## src/rtl/down_counter_timer.sv

```systemverilog
// Loadable WIDTH-bit down-counter/timer with a one-cycle underflow pulse and a sticky done flag.
// Define DOWN_COUNTER_RELOAD_EN for periodic auto-reload; the default build is one-shot.
module down_counter_timer #(
  parameter int unsigned WIDTH = 4
) (
  input  logic             clk,
  input  logic             reset_n,
  input  logic             enable,
  input  logic             load,
  input  logic [WIDTH-1:0] load_value,
  output logic [WIDTH-1:0] count,
  output logic             busy,
  output logic             zero,
  output logic             underflow,
  output logic             done
);

  typedef enum logic [1:0] {
    IDLE,
    RUN,
    EXPIRED
  } state_t;

  localparam logic [WIDTH-1:0] ONE = WIDTH'(1);

  state_t           state;
  logic [WIDTH-1:0] reload_reg;

  always_ff @(posedge clk) begin
    if (!reset_n) begin
      state      <= IDLE;
      count      <= '0;
      reload_reg <= '0;
      busy       <= 1'b0;
      zero       <= 1'b1;
      underflow  <= 1'b0;
      done       <= 1'b0;
    end else begin
      underflow <= 1'b0;
      if (load) begin
        count      <= load_value;
        reload_reg <= load_value;
        done       <= 1'b0;
        if (load_value != '0) begin
          state <= RUN;
          busy  <= 1'b1;
          zero  <= 1'b0;
        end else begin
          state <= IDLE;
          busy  <= 1'b0;
          zero  <= 1'b1;
        end
      end else if (enable && state == RUN) begin
        // RUN always holds count>=1, so the decrement can never wrap.
        if (count > ONE) begin
          count <= count - ONE;
          zero  <= 1'b0;
        end else begin
          underflow <= 1'b1;
          done      <= 1'b1;
`ifdef DOWN_COUNTER_RELOAD_EN
          count     <= reload_reg;
          zero      <= 1'b0;
`else
          count     <= '0;
          zero      <= 1'b1;
          state     <= EXPIRED;
          busy      <= 1'b0;
`endif
        end
      end
    end
  end

endmodule
```

## config.mk

```make
export PLATFORM = sky130hd
export DESIGN_NAME = down_counter_timer
export DESIGN_NICKNAME = d
export VERILOG_FILES = /design/src/rtl/down_counter_timer.sv
export SDC_FILE = /design/constraint.sdc
export NUM_CORES = 1
export LEC_CHECK = 0
export ABC_AREA = 0
export CAP_MARGIN = 20
export CELL_PAD_IN_SITES_DETAIL_PLACEMENT = 0
export CELL_PAD_IN_SITES_GLOBAL_PLACEMENT = 2
export CORE_MARGIN = 2
export CORE_UTILIZATION = 23
export CTS_BUF_LIST = sky130_fd_sc_hd__clkbuf_4 sky130_fd_sc_hd__clkbuf_8
export CTS_CLUSTER_SIZE = 24
export DETAILED_ROUTE_END_ITERATION = 12
export PLACE_DENSITY = 0.8
export SETUP_SLACK_MARGIN = 0.5
export SYNTH_ARGS = -nofsm -noshare
export SYNTH_HDL_FRONTEND = slang
export SYNTH_SLANG_ARGS = --single-unit
```

## constraint.sdc

```tcl
create_clock -name clk -period 1.14 [get_ports clk]
set_input_delay 0.171 -clock clk [delete_from_list [all_inputs] [get_ports clk]]
set_output_delay 0.171 -clock clk [all_outputs]
set_load 0.02 [all_outputs]
```

==> reports/metrics.cfg, run 1 <==
[outcome]
status = finished with violations
failed_checks = setup timing

[synth]
synth.most_common_cell = dfxtp_1
synthCells = 53
syn_area_um2 = 462
synthArstFlopShare = 0
yosysTopAreaCell = dfxtp_1
avgSynthCellArea_um2 = 8.71
synth-main-ff-cell = dfxtp_1
yosysWarnings = 0
yosysUniqueCellTypes = 26
synth_edf_count = 0
ys_ff_latch = 9
synth_nets = 63
synthTopCellsByCount = dfxtp_1 (9), inv_1 (5), a21oi_1 (4), nor2_1 (4)
synth_area_leaders = dfxtp_1 (39%), ha_1 (5.4%), o211ai_1 (4.9%), a21oi_1 (4.3%), inv_1 (4.1%)
netlist.area_leader.share = 0.390
yosysSeqAreaShare = 0.390

[run]
cap_violations = 0

[sta]
relSlewSlack = 0.793
rsz0062_at_grt = true
min_period_ns = 1.23
fin_skew_ns = 0.00431
setup_violations = 5
setup_ws_ns = -0.0855
final_hold_viol_count = 0
fin_crit_sh = 1.08
tightest_slew_ns = 0.306
hold_ws_ns = 0.486
max_freq_ghz = 0.816
final_max_slew_viol_count = 0

[worst_setup_path]
required_ns = 1.33
r2r_slack_ns = -0.09
r2r_cells = 3
cp-end-kind = register
cp_max_fo = 5
r2r-start = count[3]
r2r-end = zero
critPathLaunchType = register
worstSetupPathType = register to register
cp.arrival_ns = 1.42

[cts]
cts_buffers = 3
htreeDepth = 1
path_clk_slew_ns = 0.07
ctsHoldBuffers = 0
insertion_delay_ns = 0.27
cts_tree = built
clkSinkCount = 9
clock-root-buffer = clkbuf_4
clock_path_buffers = 2

[drt]
vias = 562
postRouteAntennaNets = 0
drt_iter0_drc = 3
post-route-drc-count = 0
wl_um = 1380
via_per_inst = 4.68
wl_per_cell_um = 11.5
drt_first_pass_iters = 4

[hold_path]
hold_end = done
holdCritStartpoint = done
min_path_type = register to register
holdPathStages = 1

[floorplan]
core_area_mm2 = 0.00192
initial_core_util = 0.240
chipHeight_um = 48.8
placementRows = 16
die_w_um = 48.8
ios = 16
die-area_mm2 = 0.00238

[power_and_ir_drop]
power_mw = 0.943
power_density_mw_per_mm2 = 1010
ir_drop_mv = 0.626
p_leak_nw = 0.392

[layout]
fillers = 204
area_delta_synth_final_pct = 102
seqCellArea_um2 = 199
drive_above_1_share = 0.613
multiInputGateArea_um2 = 303
antenna_cells = 0
nets = 104
fin_util = 0.484

[global_routing]
grt_pass1_vias = 511
grt_usage = 0.123
antenna_found_initial = 0
grt_first_pass_wirelength_um = 2210
grt_max_degree = 7
grt-ovfl-total = 0

[placed_design]
numPortBuffers = 15
dp_hpwl_um = 1020
gp_congestion = 0.750

-- layer usage --
layer | wire length [um] | vias to the layer above | GRT usage
met5 | 0 | - | 0
met4 | 32 | 0 | 0.0714
met3 | 62 | 5 | 0.0368
met2 | 649 | 16 | 0.194
met1 | 637 | 268 | 0.149
li1 | - | 273 | -
-- kinds of logic (layout without fill, tap and decap cells) --
logic type / count (synthesis) / count (layout) / share of synthesized area
AOI/OAI and AO/OA: 18 / 18 / 0.268
xor gates and xnor gates: 1 / 1 / 0.0190
adders and majority gates: 2 / 2 / 0.0542
buffers and inverters: 7 / 47 / 0.0596
DFF: 9 / 9 / 0.390
and+or+nand+nor: 16 / 16 / 0.209
-- layout make-up --
cell class | instances | share of cell area
Timing Repair Buffer | 38 | 0.367
Multi-Input combinational cell | 37 | 0.325
Sequential cell | 9 | 0.214
Tap cell | 27 | 0.0363
Clock buffer | 4 | 0.0323
Inverter | 5 | 0.0255
-- worst max-delay path, stage by stage (launching register included) --
cell     delay, ns
dfxtp_2       0.33
or2_4         0.28
or3_4         0.41
a31oi_2       0.13
-- power by group --
part	total [mW]	switching (mW)	internal [mW]
Sequential	0.352	0.0190	0.333
Combinational	0.301	0.130	0.172
Clock	0.290	0.130	0.159
-- sequential cells by signal, summed over array words and instances (netlist names) --
register and cells:
done 1, state 2, zero 1, underflow 1, count 4
-- how the worst max path moves through the flow --
stage,to,from,depth (start not counted),slack [ns]
after floorplan,zero,count[2],4,-0.08
after global placement,zero,load_value[2],5,-0.25
after detailed placement,zero,enable,4,-0.29
after CTS,zero,count[1],5,-0.05
after global routing,count[1],count[0],6,-0.13
final,zero,count[3],3,-0.09
-- placed cells by master (no fill, tap or decap), drive strengths merged --
cell type	n
nand2	2
o32ai	1
a31oi	3
inv	5
or3	1
nand3	1
nor3	3
buf	31
xnor2	1
a21oi	4
nand3b	1
nand4b	1
clkbuf	4
and3b	1
dfxtp	9
nor2	4
o311ai	1
o21ai	3
nor2b	1
o211ai	3
ha	2
o21a	2
clkdlybuf4s50	7
or2	1
o41ai	1
-- what timing repair did --
item / in CTS / in global routing
gates resized for setup: 62 / 3
buffers inserted: 2 / 2
cloned: 0 / 0
pin swaps: 4 / 4
endpoints found under the setup margin: 17 / 17
-- metrics by stage --
step | setup TNS (ns) | cells | instance area [um^2] | worst slack [ns]
floorplan | -0.133 | 53 | 488 | -0.0799
global placement | -1.73 | 112 | 806 | -0.250
detailed placement | -2.05 | 112 | 806 | -0.286
CTS | -0.205 | 118 | 907 | -0.0530
global route | -0.691 | 120 | 931 | -0.128
finish | -0.191 | 120 | 931 | -0.0855
Note: power is estimated with default switching activity, not from simulation.
==> run 2, diff against run 1 <==
Settings changed: SKIP_LAST_GASP from default to 1, SLEW_MARGIN from default to 20.
==> run 2 against run 1 <==
Against the previous run: the run still ends with setup timing left; sequential power is essentially flat; die area stayed put; combinational power hardly changed; sequential share of layout area is the same; maximum frequency is the same; flip-flop and latch count is the same; via count unchanged; first-iteration DRC count did not move; clock skew is the same.
==> reports/metrics.cfg, run 2 (synthesis gave the netlist of run 1 again) <==
[outcome]
status = finished with violations
failed_checks = setup timing

[cts]
cts_buffers = 3
path_clk_slew_ns = 0.07
clock_path_buffers = 2
clock-root-buffer = clkbuf_4
insertion_delay_ns = 0.27
clkSinkCount = 9
cts_tree = built
htreeDepth = 1

[drt]
drt_first_pass_iters = 4
route.layer.met1.wl_um = 636
postRouteAntennaNets = 0
vias = 562
wl_per_cell_um = 11.5
top_layer_used = met4
wl_met3_um = 62
post-route-drc-count = 0
via_per_inst = 4.68
met2WireLength_um = 650
drt_iter0_drc = 3
wl_um = 1380

[sta]
setup_violations = 5
min_period_ns = 1.23
fin_crit_sh = 1.08
setup_ws_ns = -0.0855
final_max_slew_viol_count = 0
final_hold_viol_count = 0
fin_skew_ns = 0.00431
fin_tns_setup_ns = -0.192
rsz0062_at_grt = true
relSlewSlack = 0.793
max_freq_ghz = 0.816
tightest_slew_ns = 0.306

[layout]
nets = 104
area_delta_synth_final_pct = 102
drive_above_1_share = 0.613
final_cell_mix = buf_4 (19), buf_6 (11), clkdlybuf4s50_1 (7), dfxtp_2 (6), clkbuf_4 (4)
fin_util = 0.484
final_common_cell = buf_4
antenna_cells = 0
largest_register_ffs = 4
top_regs = count x4, state x2
layout.cells.non_filler = 120
largest-register = count

[placed_design]
numPortBuffers = 15
pre_cts_ws_ns = -0.286
post-place-cells = 112
dp_hpwl_um = 1020
gp_congestion = 0.750

[global_routing]
antenna_found_initial = 0
grt-ovfl-total = 0
grt_usage = 0.124
grt_first_pass_wirelength_um = 2220
grt_pass1_vias = 511
grt_max_degree = 7

[floorplan]
core_area_mm2 = 0.00192
die_w_um = 48.8
placementRows = 16
initial_core_util = 0.240
chipHeight_um = 48.8
ios = 16
die-area_mm2 = 0.00238

[worst_setup_path]
critPathLaunchType = register
cp_max_fo = 5
cp.arrival_ns = 1.42
worstSetupPathType = register to register
required_ns = 1.33
cp-end-kind = register

[power_and_ir_drop]
ir_drop_mv = 0.626
power_mw = 0.943
power_density_mw_per_mm2 = 1010
p_leak_nw = 0.392

[run]
cap_violations = 0

[hold_path]
min_path_type = register to register

-- run 2: changes by cell type in the layout (fill, tap and decap cells not counted), sizes merged --
cell,delta
buf,-1
clkbuf,+1
-- run 2: worst paths after layout --
kind | start | to | slack [ns] | cells past startpoint
worst max-delay path | count[3] | zero | -0.09 | 3
worst min-delay path | done | done | 0.49 | 1
worst max register to register | count[3] | zero | -0.09 | 3
worst min register to register | done | done | 0.49 | 1
-- run 2: report_power, final --
group | switching [mW] | internal [mW]
logic | 0.130 | 0.172
registers | 0.0191 | 0.333
clock network | 0.130 | 0.159
total | 0.279 | 0.664
-- run 2: layer usage --
| metal | GRT usage | vias to the layer above |
|---|---|---|
| met4 | 0.0714 | 0 |
| met5 | 0 | - |
| met2 | 0.194 | 16 |
| li1 | - | 273 |
| met3 | 0.0368 | 5 |
| met1 | 0.151 | 268 |
-- run 2: cell type report --
| class | instances | area (um^2) |
|---|---|---|
| multi-input cells | 37 | 303 |
| well taps | 27 | 33.8 |
| repair buffers | 38 | 342 |
| clock buffers | 4 | 30.0 |
| fillers | 204 | 991 |
| flip-flops and latches | 9 | 199 |
| inverters | 5 | 23.8 |
-- run 2: through the flow --
step / hold WS [ns] / instance area (um^2)
after floorplan: 0.299 / 488
after global placement: 0.462 / 806
after detailed placement: 0.465 / 806
after CTS: 0.487 / 911
after global routing: 0.516 / 931
final: 0.486 / 931
-- run 2: timing repair --
item,4_1_cts,5_1_grt
hold buffers,0,0
endpoints found under the setup margin,17,17
endpoints found under the hold margin,0,0
setup buffers,2,2
pin swaps,4,4
gates resized for setup,59,5
-- run 2: worst max-delay path, cell delays in order, from the launching register on --
cell,delay (ns)
dfxtp_2,0.33
or2_4,0.28
or3_4,0.41
a31oi_2,0.13
